$ cat src/rtl/bp_me_wormhole_cmd_serializer_if.sv
// -----------------------------------------------------------------------------
// bp_me_wormhole_cmd_serializer_if
//
// Bundles the command-side valid/ready handshake and the flit-side valid/ready
// link of the wormhole command serializer.
//
//   payload_i  command payload               (producer -> serializer)
//   dst_id_i   destination LCE id            (producer -> serializer)
//   short_i    command carries no block data (producer -> serializer)
//   v_i        command valid                 (producer -> serializer)
//   ready_o    command accepted on v_i & ready_o   (serializer -> producer)
//   flit_o     current flit                  (serializer -> router)
//   v_o        flit valid                    (serializer -> router)
//   ready_i    router accepts on v_o & ready_i     (router -> serializer)
//
// Modports: slave = serializer side, master = producer/router side.
// -----------------------------------------------------------------------------
interface bp_me_wormhole_cmd_serializer_if #(
  parameter int payload_width_p = 121,
  parameter int lce_id_width_p  = 4,
  parameter int flit_width_p    = 32
);
  logic [payload_width_p-1:0] payload_i;
  logic [lce_id_width_p-1:0]  dst_id_i;
  logic                       short_i;
  logic                       v_i;
  logic                       ready_o;
  logic [flit_width_p-1:0]    flit_o;
  logic                       v_o;
  logic                       ready_i;

  modport slave (
    input  payload_i, dst_id_i, short_i, v_i, ready_i,
    output ready_o, flit_o, v_o
  );

  modport master (
    output payload_i, dst_id_i, short_i, v_i, ready_i,
    input  ready_o, flit_o, v_o
  );
endinterface

$ cat src/rtl/bp_me_wormhole_cmd_serializer.sv
// -----------------------------------------------------------------------------
// bp_me_wormhole_cmd_serializer
//
// Accepts one CCE->LCE command per valid/ready handshake, prepends wormhole
// routing (x/y from the destination LCE id) and a length field, and streams
// the packet LSB-first as flit_width_p-bit flits. Packet layout, LSB first:
// {payload', len, y_cord, x_cord}, zero-padded to max_num_flit_p flits.
//
// Ports:
//   clk_i      clock
//   reset_n_i  asynchronous active-low reset; drops any packet in flight
//   cmd        bp_me_wormhole_cmd_serializer_if.slave (command in, flits out)
//
// Build option: define BP_ME_WORMHOLE_SHORT_PKT_EN to enable short packets,
// which drop the top (block_size_in_bits_p - data_width_p) payload bits when
// short_i is set. Without it short_i is ignored and every packet is full.
// -----------------------------------------------------------------------------
module bp_me_wormhole_cmd_serializer #(
  parameter int payload_width_p      = 121,
  parameter int block_size_in_bits_p = 64,
  parameter int data_width_p         = 64,
  parameter int lce_id_width_p       = 4,
  parameter int x_cord_width_p       = 2,
  parameter int y_cord_width_p       = 2,
  parameter int max_num_flit_p       = 8,
  parameter int flit_width_p         = 32
) (
  input logic                           clk_i,
  input logic                           reset_n_i,
  bp_me_wormhole_cmd_serializer_if.slave cmd
);

  localparam int len_width_lp = $clog2(max_num_flit_p);
  localparam int full_pkt_w   = x_cord_width_p + y_cord_width_p + len_width_lp + payload_width_p;
  localparam int full_flits   = (full_pkt_w + flit_width_p - 1) / flit_width_p;
  localparam int buf_w        = max_num_flit_p * flit_width_p;

  localparam logic [len_width_lp-1:0] full_len_lp = len_width_lp'(full_flits - 1);

`ifdef BP_ME_WORMHOLE_SHORT_PKT_EN
  localparam int trim_w      = block_size_in_bits_p - data_width_p;
  localparam int short_pkt_w = full_pkt_w - trim_w;
  localparam int short_flits = (short_pkt_w + flit_width_p - 1) / flit_width_p;

  localparam logic [len_width_lp-1:0] short_len_lp = len_width_lp'(short_flits - 1);
`endif

  if (full_flits > max_num_flit_p) begin : g_too_many_flits
    $error("full packet needs more flits than max_num_flit_p");
  end
  if (data_width_p > block_size_in_bits_p) begin : g_bad_data_width
    $error("data_width_p must not exceed block_size_in_bits_p");
  end

  typedef enum logic {
    e_idle,
    e_send
  } state_e;

  typedef logic [max_num_flit_p-1:0][flit_width_p-1:0] pkt_t;

  state_e                    state_r;
  logic [len_width_lp-1:0]   cnt_r;
  logic [len_width_lp-1:0]   len_r;
  pkt_t                      pkt_r;

  logic [x_cord_width_p-1:0] x_cord;
  logic [y_cord_width_p-1:0] y_cord;
  logic [len_width_lp-1:0]   len_next;
  pkt_t                      pkt_next;
  logic                      last_flit;
  logic                      accept;

  // Packet assembly from the current command inputs; only captured on accept.
  always_comb begin
    // NOTE: every output of this block is given a value before any branch, so
    // no path leaves a signal unassigned and no latch is inferred.
    x_cord   = cmd.dst_id_i[x_cord_width_p-1:0];
    y_cord   = y_cord_width_p'(cmd.dst_id_i >> x_cord_width_p);
    len_next = full_len_lp;
    pkt_next = pkt_t'(buf_w'({cmd.payload_i, full_len_lp, y_cord, x_cord}));
`ifdef BP_ME_WORMHOLE_SHORT_PKT_EN
    if (cmd.short_i) begin
      // Block occupies the payload MSBs, so dropping its top trim_w bits keeps
      // the low data_width_p bits of the block and everything beneath it.
      len_next = short_len_lp;
      pkt_next = pkt_t'(buf_w'({cmd.payload_i[payload_width_p-trim_w-1:0],
                                short_len_lp, y_cord, x_cord}));
    end
`endif
  end

`ifndef BP_ME_WORMHOLE_SHORT_PKT_EN
  logic unused_short;
  assign unused_short = cmd.short_i;
`endif

  assign last_flit   = (cnt_r == len_r);
  // Combinational from ready_i so a new command can be taken in the same cycle
  // as the last flit leaves, giving bubble-free back-to-back packets.
  assign cmd.ready_o = (state_r == e_idle) |
                       ((state_r == e_send) & cmd.ready_i & last_flit);
  assign accept      = cmd.v_i & cmd.ready_o;

  assign cmd.v_o     = (state_r == e_send);
  assign cmd.flit_o  = pkt_r[cnt_r];

  always_ff @(posedge clk_i or negedge reset_n_i) begin
    if (!reset_n_i) begin
      state_r <= e_idle;
      cnt_r   <= '0;
      len_r   <= '0;
      // NOTE: the packet register is a plain register (not a RAM) and is
      // cleared so flit_o reads as zero out of reset.
      pkt_r   <= '0;
    end else if (accept) begin
      // NOTE: non-blocking assignments keep every register update in this
      // block based on pre-edge values, independent of statement order.
      state_r <= e_send;
      cnt_r   <= '0;
      len_r   <= len_next;
      pkt_r   <= pkt_next;
    end else if ((state_r == e_send) && cmd.ready_i) begin
      if (last_flit) begin
        state_r <= e_idle;
        cnt_r   <= '0;
      end else begin
        cnt_r   <= cnt_r + 1'b1;
      end
    end
  end

endmodule

$ cat src/flat_wrapper.sv
// flat-port wrapper written by rule: the top's interface ports become plain ports
module bp_me_wormhole_cmd_serializer_flat 
#(
  parameter int payload_width_p      = 121,
  parameter int block_size_in_bits_p = 64,
  parameter int data_width_p         = 64,
  parameter int lce_id_width_p       = 4,
  parameter int x_cord_width_p       = 2,
  parameter int y_cord_width_p       = 2,
  parameter int max_num_flit_p       = 8,
  parameter int flit_width_p         = 32
)
  (clk_i, reset_n_i, cmd_payload_i, cmd_dst_id_i, cmd_short_i, cmd_v_i, cmd_ready_i, cmd_ready_o, cmd_flit_o, cmd_v_o);
  bp_me_wormhole_cmd_serializer_if #(.payload_width_p(payload_width_p), .lce_id_width_p(lce_id_width_p), .flit_width_p(flit_width_p)) cmd_i ();
  input logic clk_i;
  input logic reset_n_i;
  input wire logic [$bits(cmd_i.payload_i)-1:0] cmd_payload_i;
  input wire logic [$bits(cmd_i.dst_id_i)-1:0] cmd_dst_id_i;
  input wire logic [$bits(cmd_i.short_i)-1:0] cmd_short_i;
  input wire logic [$bits(cmd_i.v_i)-1:0] cmd_v_i;
  input wire logic [$bits(cmd_i.ready_i)-1:0] cmd_ready_i;
  output wire logic [$bits(cmd_i.ready_o)-1:0] cmd_ready_o;
  output wire logic [$bits(cmd_i.flit_o)-1:0] cmd_flit_o;
  output wire logic [$bits(cmd_i.v_o)-1:0] cmd_v_o;
  assign cmd_i.payload_i = cmd_payload_i;
  assign cmd_i.dst_id_i = cmd_dst_id_i;
  assign cmd_i.short_i = cmd_short_i;
  assign cmd_i.v_i = cmd_v_i;
  assign cmd_i.ready_i = cmd_ready_i;
  assign cmd_ready_o = cmd_i.ready_o;
  assign cmd_flit_o = cmd_i.flit_o;
  assign cmd_v_o = cmd_i.v_o;
  bp_me_wormhole_cmd_serializer #(.payload_width_p(payload_width_p), .block_size_in_bits_p(block_size_in_bits_p), .data_width_p(data_width_p), .lce_id_width_p(lce_id_width_p), .x_cord_width_p(x_cord_width_p), .y_cord_width_p(y_cord_width_p), .max_num_flit_p(max_num_flit_p), .flit_width_p(flit_width_p)) u_core (.clk_i(clk_i), .reset_n_i(reset_n_i), .cmd(cmd_i));
endmodule
$ cat config.mk
export PLATFORM = sky130hd
export DESIGN_NAME = bp_me_wormhole_cmd_serializer_flat
export DESIGN_NICKNAME = d
export VERILOG_FILES = /design/src/rtl/bp_me_wormhole_cmd_serializer_if.sv /design/src/rtl/bp_me_wormhole_cmd_serializer.sv /design/src/flat_wrapper.sv
export SDC_FILE = /design/constraint.sdc
export NUM_CORES = 1
export LEC_CHECK = 0
export CORE_MARGIN = 1.5
export CORE_UTILIZATION = 45
export CTS_CLUSTER_SIZE = 10
export DETAILED_ROUTE_END_ITERATION = 10
export PLACE_DENSITY = 0.7
export SYNTH_ARGS = -nofsm -noshare
export SYNTH_HDL_FRONTEND = slang
export SYNTH_SLANG_ARGS = --single-unit
$ cat constraint.sdc
create_clock -name clk_i -period 2.46 [get_ports clk_i]
set_clock_uncertainty 0.1 [all_clocks]
set_input_delay 0.615 -clock clk_i [delete_from_list [all_inputs] [get_ports clk_i]]
set_output_delay 0.615 -clock clk_i [all_outputs]
set_load 0.01 [all_outputs]
-- After elaboration in Yosys (flattened, before gate mapping)
Index checks and enable logic that the tools add are counted.
- logic and storage cells: 27
- flip-flop bits (word level): 132
- output and inout port bits: 34
- muxes and demuxes: 8
- bitwise gates (word level): 5
- equal/unequal tests: 1
- add/sub/neg operators: 1
- magnitude comparators: 1
- reductions and logical operators: 4
- operators with widths (cell ; number):
    $bmux 32 s3 ; 1
    $mux 32 ; 1
    $mux 3 ; 3
    $lt 3x4->1 const B ; 1
    $reduce_bool 2->1 ; 2
    $add 3x1->3 const B ; 1
    $and 1x1->1 ; 3
    $eq 3x2->1 ; 1
    $mux 1 ; 3
    $reduce_and 2->1 ; 1
    $logic_and 1x1->1 ; 1
    $not 1->1 ; 1
    $or 1x1->1 ; 1

-- Longest topological paths before layout
Gate-level depths: netlist of run 1.
- depth after elaboration: 6
- gate-level depth with buffers: 7
- gate-level depth less buffers: 4

-- Worst setup path before layout of run 1
Ideal clock, no wire load.
- kind: register -> output
- from: register u_core.cnt_r[0]
- to: output port cmd_flit_o[0]
- arrival: 1.497 ns
- path buffers: 2
- data required time: 1.745 ns
- setup slack: 0.248 ns
- cell stages (with the launch flop): 5
- cells stage by stage: dfrtp_1 -> buf_4 -> buf_4 -> mux4_2 -> nor2b_1
- longest elaborated chain between the ends: 2
- ends and longest elaborated chain (what ; RTL line ; source):
    start, declared ; bp_me_wormhole_cmd_serializer.sv:63 ; logic [len_width_lp-1:0] cnt_r;
    start signal, assigned ; bp_me_wormhole_cmd_serializer.sv:128 ; cnt_r <= cnt_r + 1'b1;
    $bmux 32 s3 ; bp_me_wormhole_cmd_serializer.sv:106 ; assign cmd.flit_o = pkt_r[cnt_r];
    $mux 32 (implied by the code) ; bp_me_wormhole_cmd_serializer.sv:106 ;
    end, declared ; flat_wrapper.sv:23 ; output wire logic [$bits(cmd_i.flit_o)-1:0] cmd_flit_o;
No other way between the ends. The select of a mux whose other input is x is not followed.

-- Final worst setup path of run 1
- from: register u_core.cnt_r[0]
- to: output port cmd_flit_o[7]
Same word-level chain as after synthesis.

==> impl_metrics.toml, run 1 <==
[sta]
finalSetupViolCount = 33
fmax_ghz = 0.3763
rsz0062_at_grt = "yes"
slew_headroom = 0.2503
min_period_over_period = 1.080
layout_min_cycle_time_ns = 2.657
slew_viol_final = 0
worst_slew_pin_slew_ns = 1.122
hold_viol = 0
fin_ws_ns = -0.1974

[placement]
dpl.hpwl_um = 20330
numPortBuffers = 162
place.gp.congestion = 0.8714
pre_cts_ws_ns = -0.04172

[layout]
syn2layout_area_growth_pct = 28.40
drive_gt1_frac = 0.1571
num-nets-final = 1215
finalCoreUtilization = 0.5863

[detailed_routing]
finalWirelength_um = 34260
vias = 10044
drc = 0
dr.pass1.iters = 5
via_per_inst = 7.321
drt_iter0_markers = 1389
ant_nets = 0
detail_route.wl_per_cell_um = 24.97

[run]
max_cap_violations = 0

[clock_network]
cts_buffers = 17
cts.path.max_buffers = 2
ctsHtreeMaxLevel = 4
clk_pin_slew_worst_paths_ns = 0.06
clkLatencyLatePin_ns = 0.43
clock_tree.root_cell = "clkbuf_16"
cts_tree = "yes"
clock-sinks = 130
cts_hold_buf = 0

[power]
power_mw = 12.50
swShare = 0.3922
leakage_nw = 4.636
p_int_mw = 7.596
combPwrFrac = 0.502
seq_power_share = 0.287
p_switching_mw = 4.902
vdd_drop_max_v = 0.0004995
power.density_nw_per_um2 = 1020
p_clk_frac = 0.210

[synthesis]
yosysTopAreaCell = "dfrtp_1"
synthDistinctLibCells = 34
synthXorXnorAreaFrac = 0
synth_mux_area_frac = 0.07438
synth_edf_count = 0
synth_seq_cells = 130
synth_area_um2 = 9538
synth_top_family_by_area = "simple AND/OR/NAND/NOR gates"
syn_inst = 999
synth_flop_cell = "dfrtp_1"
synth-compound-area-share = 0.2205
synth-seq-area-share = 0.3411
synth.area.top_cells = "dfrtp_1 (34%), a221oi_1 (11%), and3b_1 (10%)"
ys_warn_count = 0
synth_simple_gate_area_frac = 0.2904
netlist.area_leader.share = 0.3411
syn_area_per_cell_um2 = 9.547
netlist_top_cells_count = "dfrtp_1 (130), nand3_1 (126), a221oi_1 (125), nand4_1 (125), o211ai_1 (125)"
synth_most_common_cell = "dfrtp_1"
synthAdderAreaFrac = 0.001312
synth_nets = 1130
async_reset_ff_frac = 1.000

[global_route]
grt_max_degree = 115
grt.overflow.total = 0
grt_pass1_wl_um = 53260
grt_usage = 0.3088
grt_pass1_vias = 9072
antenna_found_initial = 2

[die]
core_area_um2 = 20890
ioPinCount = 164
rows = 53
dieArea_um2 = 22080
die_h_um = 148.6
die_w_um = 148.6
initial_utilization = 0.4566

[worst_setup_path]
rr_worst_depth = 7
start_kind = "flip-flop"
critPathArrivalTime_ns = 1.94
r2r_end = "u_core.pkt_r[125]"
r2r_start = "u_core.cnt_r[0]"
cp-end-kind = "primary output"
crit_type = "reg2out"
path_max_fanout = 5
r2r_setup_slack_ns = 0.04
required_ns = 1.75

[status]
status = "complete, but fails checks"
violations = "setup timing"

[worst_hold_path]
hold_path.class = "in2async"
[sequential cells by signal (all words and copies together), names as in the netlist]
register,cells
u_core.cnt_r,3
u_core.pkt_r,126
u_core.cmd.v_o,1
[power by group through the flow]
stage          Sequential, mW  Clock [mW]  Combinational [mW]
3_3_place_gp             3.51           0                5.72
2_1_floorplan            3.17           0                3.93
4_1_cts                  3.52        2.64                6.20
6_report                 3.59        2.63                6.28
3_5_place_dp             3.54           0                5.81
5_1_grt                  3.66        2.73                6.80
[how the worst max path moves through the flow]
stage	start	end	slack (ns)	depth (start not counted)
2_1_floorplan	u_core.cnt_r[0]	cmd_flit_o[0]	0.25	4
3_3_place_gp	u_core.cnt_r[0]	cmd_flit_o[7]	-0.05	4
3_5_place_dp	u_core.cnt_r[0]	cmd_flit_o[7]	-0.04	4
4_1_cts	u_core.cnt_r[0]	cmd_flit_o[7]	-0.21	5
5_1_grt	u_core.cnt_r[0]	cmd_flit_o[17]	-0.24	5
6_report	u_core.cnt_r[0]	cmd_flit_o[7]	-0.20	5
[layout make-up]
cell class / instances / area [µm²]
diodes: 2 / 5.005
clock buffers: 26 / 529.3
clock inverters: 4 / 70.07
fillers: 1756 / 8642
inverters: 2 / 8.758
multi-input cells: 717 / 5723
flip-flops and latches: 130 / 3258
well taps: 275 / 344.1
repair buffers: 216 / 2308
[layer usage]
metal  vias up  GRT usage  share of wire
li1       4302          -              -
met2       642     0.4193           0.43
met5         -          0              0
met1      5026     0.4774           0.43
met4         0     0.1188          0.035
met3        74    0.06104           0.10
[layout by cell type (no fill, tap or decap), types with 3 or more instances in the layout]
cell / instances
dfrtp_1: 128
clkdlybuf4s50_1: 127
nand3_1: 126
nand4_1: 125
o211ai_1: 125
a221oi_1: 125
and3b_1: 113
nor2b_1: 32
mux4_2: 31
buf_2: 24
buf_12: 23
buf_6: 19
clkbuf_16: 17
buf_4: 17
nor2b_4: 11
clkbuf_8: 7
o21ai_0: 4
buf_8: 4
nand2_1: 3
clkinv_2: 3
[critical path, cell delays in order, from the launching register on]
cell     delay (ns)
dfrtp_2        0.44
buf_6          0.16
buf_16         0.13
mux4_2         0.48
nor2b_1        0.14
buf_2          0.17
[cell families after synthesis]
| family | Yosys count |
|---|---|
| adder cells (fa/ha/maj) | 1 |
| multiplexers | 32 |
| buffers and inverters | 152 |
| AND/OR/NAND/NOR | 423 |
| AO/OA/AOI/OAI | 261 |
| flip-flops | 130 |
[through the flow]
step | setup TNS (ns) | hold WS, ns | instances | cell area, µm²
floorplan | 0 | 0.2194 | 999 | 9538
global placement | -0.4595 | 0.4344 | 1322 | 11400
detailed placement | -0.4302 | 0.4527 | 1322 | 11400
CTS | -5.125 | 0.01511 | 1370 | 12220
global route | -6.520 | 0.01994 | 1372 | 12250
finish | -4.788 | 0.007962 | 1372 | 12250
[what timing repair did]
action	4_1_cts	5_1_grt
buffers inserted	15	1
endpoints found under the setup margin	33	129
gates cloned	3	0
pin swaps	3	0
resized for setup	180	10
Power figures use the tool's default switching activity.
==> inputs of run 2 (changes only) <==
- PLACE_DENSITY: 0.7 -> default
- PLACE_DENSITY_LB_ADDON: default -> 0.05
==> run 2 against run 1 <==
Against the previous run:
- the run still ends with setup timing left
- sequential power hardly changed
- cell count is 0.36% lower
- setup slack better by 0.058 ns
- sequential share of layout area is 0.14 points lower
- total power is 2.4% higher
- via count is 3.0% lower
- die area stayed put
- register-to-register slack better by 0.06 ns
- non-clock buffer count is 6 lower
- final area is 0.57% higher
- flip-flop and latch count stayed put
- critical endpoint is now cmd_flit_o[27]
==> impl_metrics.toml, run 2 (same netlist as run 1, synthesis figures left out) <==
[clock_network]
cts_buffers = 17
cts.path.max_buffers = 2
clkLatencyLatePin_ns = 0.43
clock_tree.root_cell = "clkbuf_16"
ctsHtreeMaxLevel = 4
clk_pin_slew_worst_paths_ns = 0.06
clock-sinks = 130
cts_tree = "yes"

[power]
power.density_nw_per_um2 = 1039
vdd_drop_max_v = 0.0007229
leakage_nw = 4.695

[die]
initial_utilization = 0.4566
die_h_um = 148.6
dieArea_um2 = 22080
rows = 53
die_w_um = 148.6
ioPinCount = 164
core_area_um2 = 20890

[global_route]
grt_pass1_vias = 8924
grt_max_degree = 127
grt_pass1_wl_um = 55220
antenna_found_initial = 1
grt.overflow.total = 0
grt_usage = 0.3239

[worst_setup_path]
required_ns = 1.75
path_max_fanout = 8
crit_chain = "buf_12 > buf_12 > mux4_2 > nor2b_1 > buf_2"
cp_slowest_cell = "mux4_2"
cp-end-kind = "primary output"
start_kind = "flip-flop"
crit_path_frequent_cell = "buf_12"
crit_type = "reg2out"
cpPeakStageDelay_ns = 0.50
cp_top_family = "multiplexers"
startpoint = "u_core.cnt_r[0]"
r2r_start = "u_core.cnt_r[0]"
critPathArrivalTime_ns = 1.88
path_buf_inv = 3

[layout]
finalCoreUtilization = 0.5896
final_cell_mix = "clkdlybuf4s50_1 (127), dfrtp_1 (127), nand3_1 (126)"
num-nets-final = 1209
top_register = "u_core.pkt_r"
drive_gt1_frac = 0.1613
largest_reg_flops = 126
syn2layout_area_growth_pct = 29.14

[detailed_routing]
detail_route.wl_per_cell_um = 26.06
dr.pass1.iters = 5
drc = 0
drt_iter0_markers = 1004
ant_nets = 0
finalWirelength_um = 35630
vias = 9746
via_per_inst = 7.129

[sta]
slew_viol_final = 0
whs_ns = 0.005456
finalSetupViolCount = 33
fmax_ghz = 0.3846
hold_viol = 0
layout_min_cycle_time_ns = 2.600
worst_slew_pin_slew_ns = 1.205
fin_ws_ns = -0.1398
slew_headroom = 0.1952
min_period_over_period = 1.057
rsz0062_at_grt = "yes"

[status]
status = "complete, but fails checks"
violations = "setup timing"

[worst_hold_path]
hold_path.class = "in2async"

[placement]
numPortBuffers = 162
dpl.hpwl_um = 21210
place.gp.congestion = 0.8081

[run]
max_cap_violations = 0
## run 2: changes by cell type in the layout (fill, tap and decap cells not counted), sizes merged
cell	before	now
inv	1	2
clkbuf	26	20
diode	2	1
clkinvlp	0	1
clkinv	3	6
bufinv	2	5
buf	89	83
## run 2: worst register-to-register path: stages (launching register included)
cell	delay [ns]
dfrtp_2	0.44
buf_12	0.15
buf_6	0.12
buf_6	0.12
nor4_4	0.24
buf_6	0.37
buf_12	0.42
o211ai_1	0.22
nand3_1	0.12
## run 2: metrics by stage
stage	instances	cell area [µm²]	total power [mW]	TNS [ns]	setup WS, ns
after floorplan	999	9538	7.096	0	0.2477
after global placement	1325	11410	9.281	-0.5559	-0.05685
after detailed placement	1325	11410	9.369	-0.6381	-0.05835
after CTS	1368	12240	12.56	-5.531	-0.2332
after global routing	1366	12310	13.52	-5.733	-0.1962
final	1367	12320	12.80	-3.923	-0.1398
## run 2: area by class of cell
type | instances | area, µm²
diodes | 1 | 2.502
repair buffers | 210 | 2250
flip-flops and latches | 130 | 3259
multi-input cells | 717 | 5783
well taps | 275 | 344.1
clock buffers | 20 | 466.7
inverters | 2 | 8.758
fillers | 1801 | 8572
clock inverters | 12 | 202.7
## run 2: where the power goes
group,total (mW),switching [mW],internal [mW]
Clock,2.93,1.05,1.89
Combinational,6.28,3.07,3.21
Sequential,3.58,0.842,2.74
Total,12.8,4.96,7.84
## run 2: worst paths after layout
check / endpoint / slack, ns / cells after the start
min in group clk_i: u_core.pkt_r[3] / 0.47 / 2
setup / recovery: cmd_flit_o[27] / -0.14 / 5
max in group asynchronous: u_core.pkt_r[36] / 1.59 / 2
hold / removal: u_core.pkt_r[63] / 0.005 / 1
hold reg to reg: u_core.pkt_r[3] / 0.47 / 2
setup reg to reg: u_core.pkt_r[2] / 0.10 / 8
## run 2: what timing repair did
action,in CTS,in global routing
setup buffers,9,1
hold buffers,0,0
cloned,2,0
pin swaps,5,2
gates resized for setup,171,27
endpoints found under the setup margin,33,140
## run 2: layer usage
metal	GRT usage	wire length, µm	vias to the layer above
met5	0	0	-
met4	0.08564	575	0
met3	0.07147	3385	43
met2	0.4486	15900	525
met1	0.5034	15770	4893
li1	-	-	4285
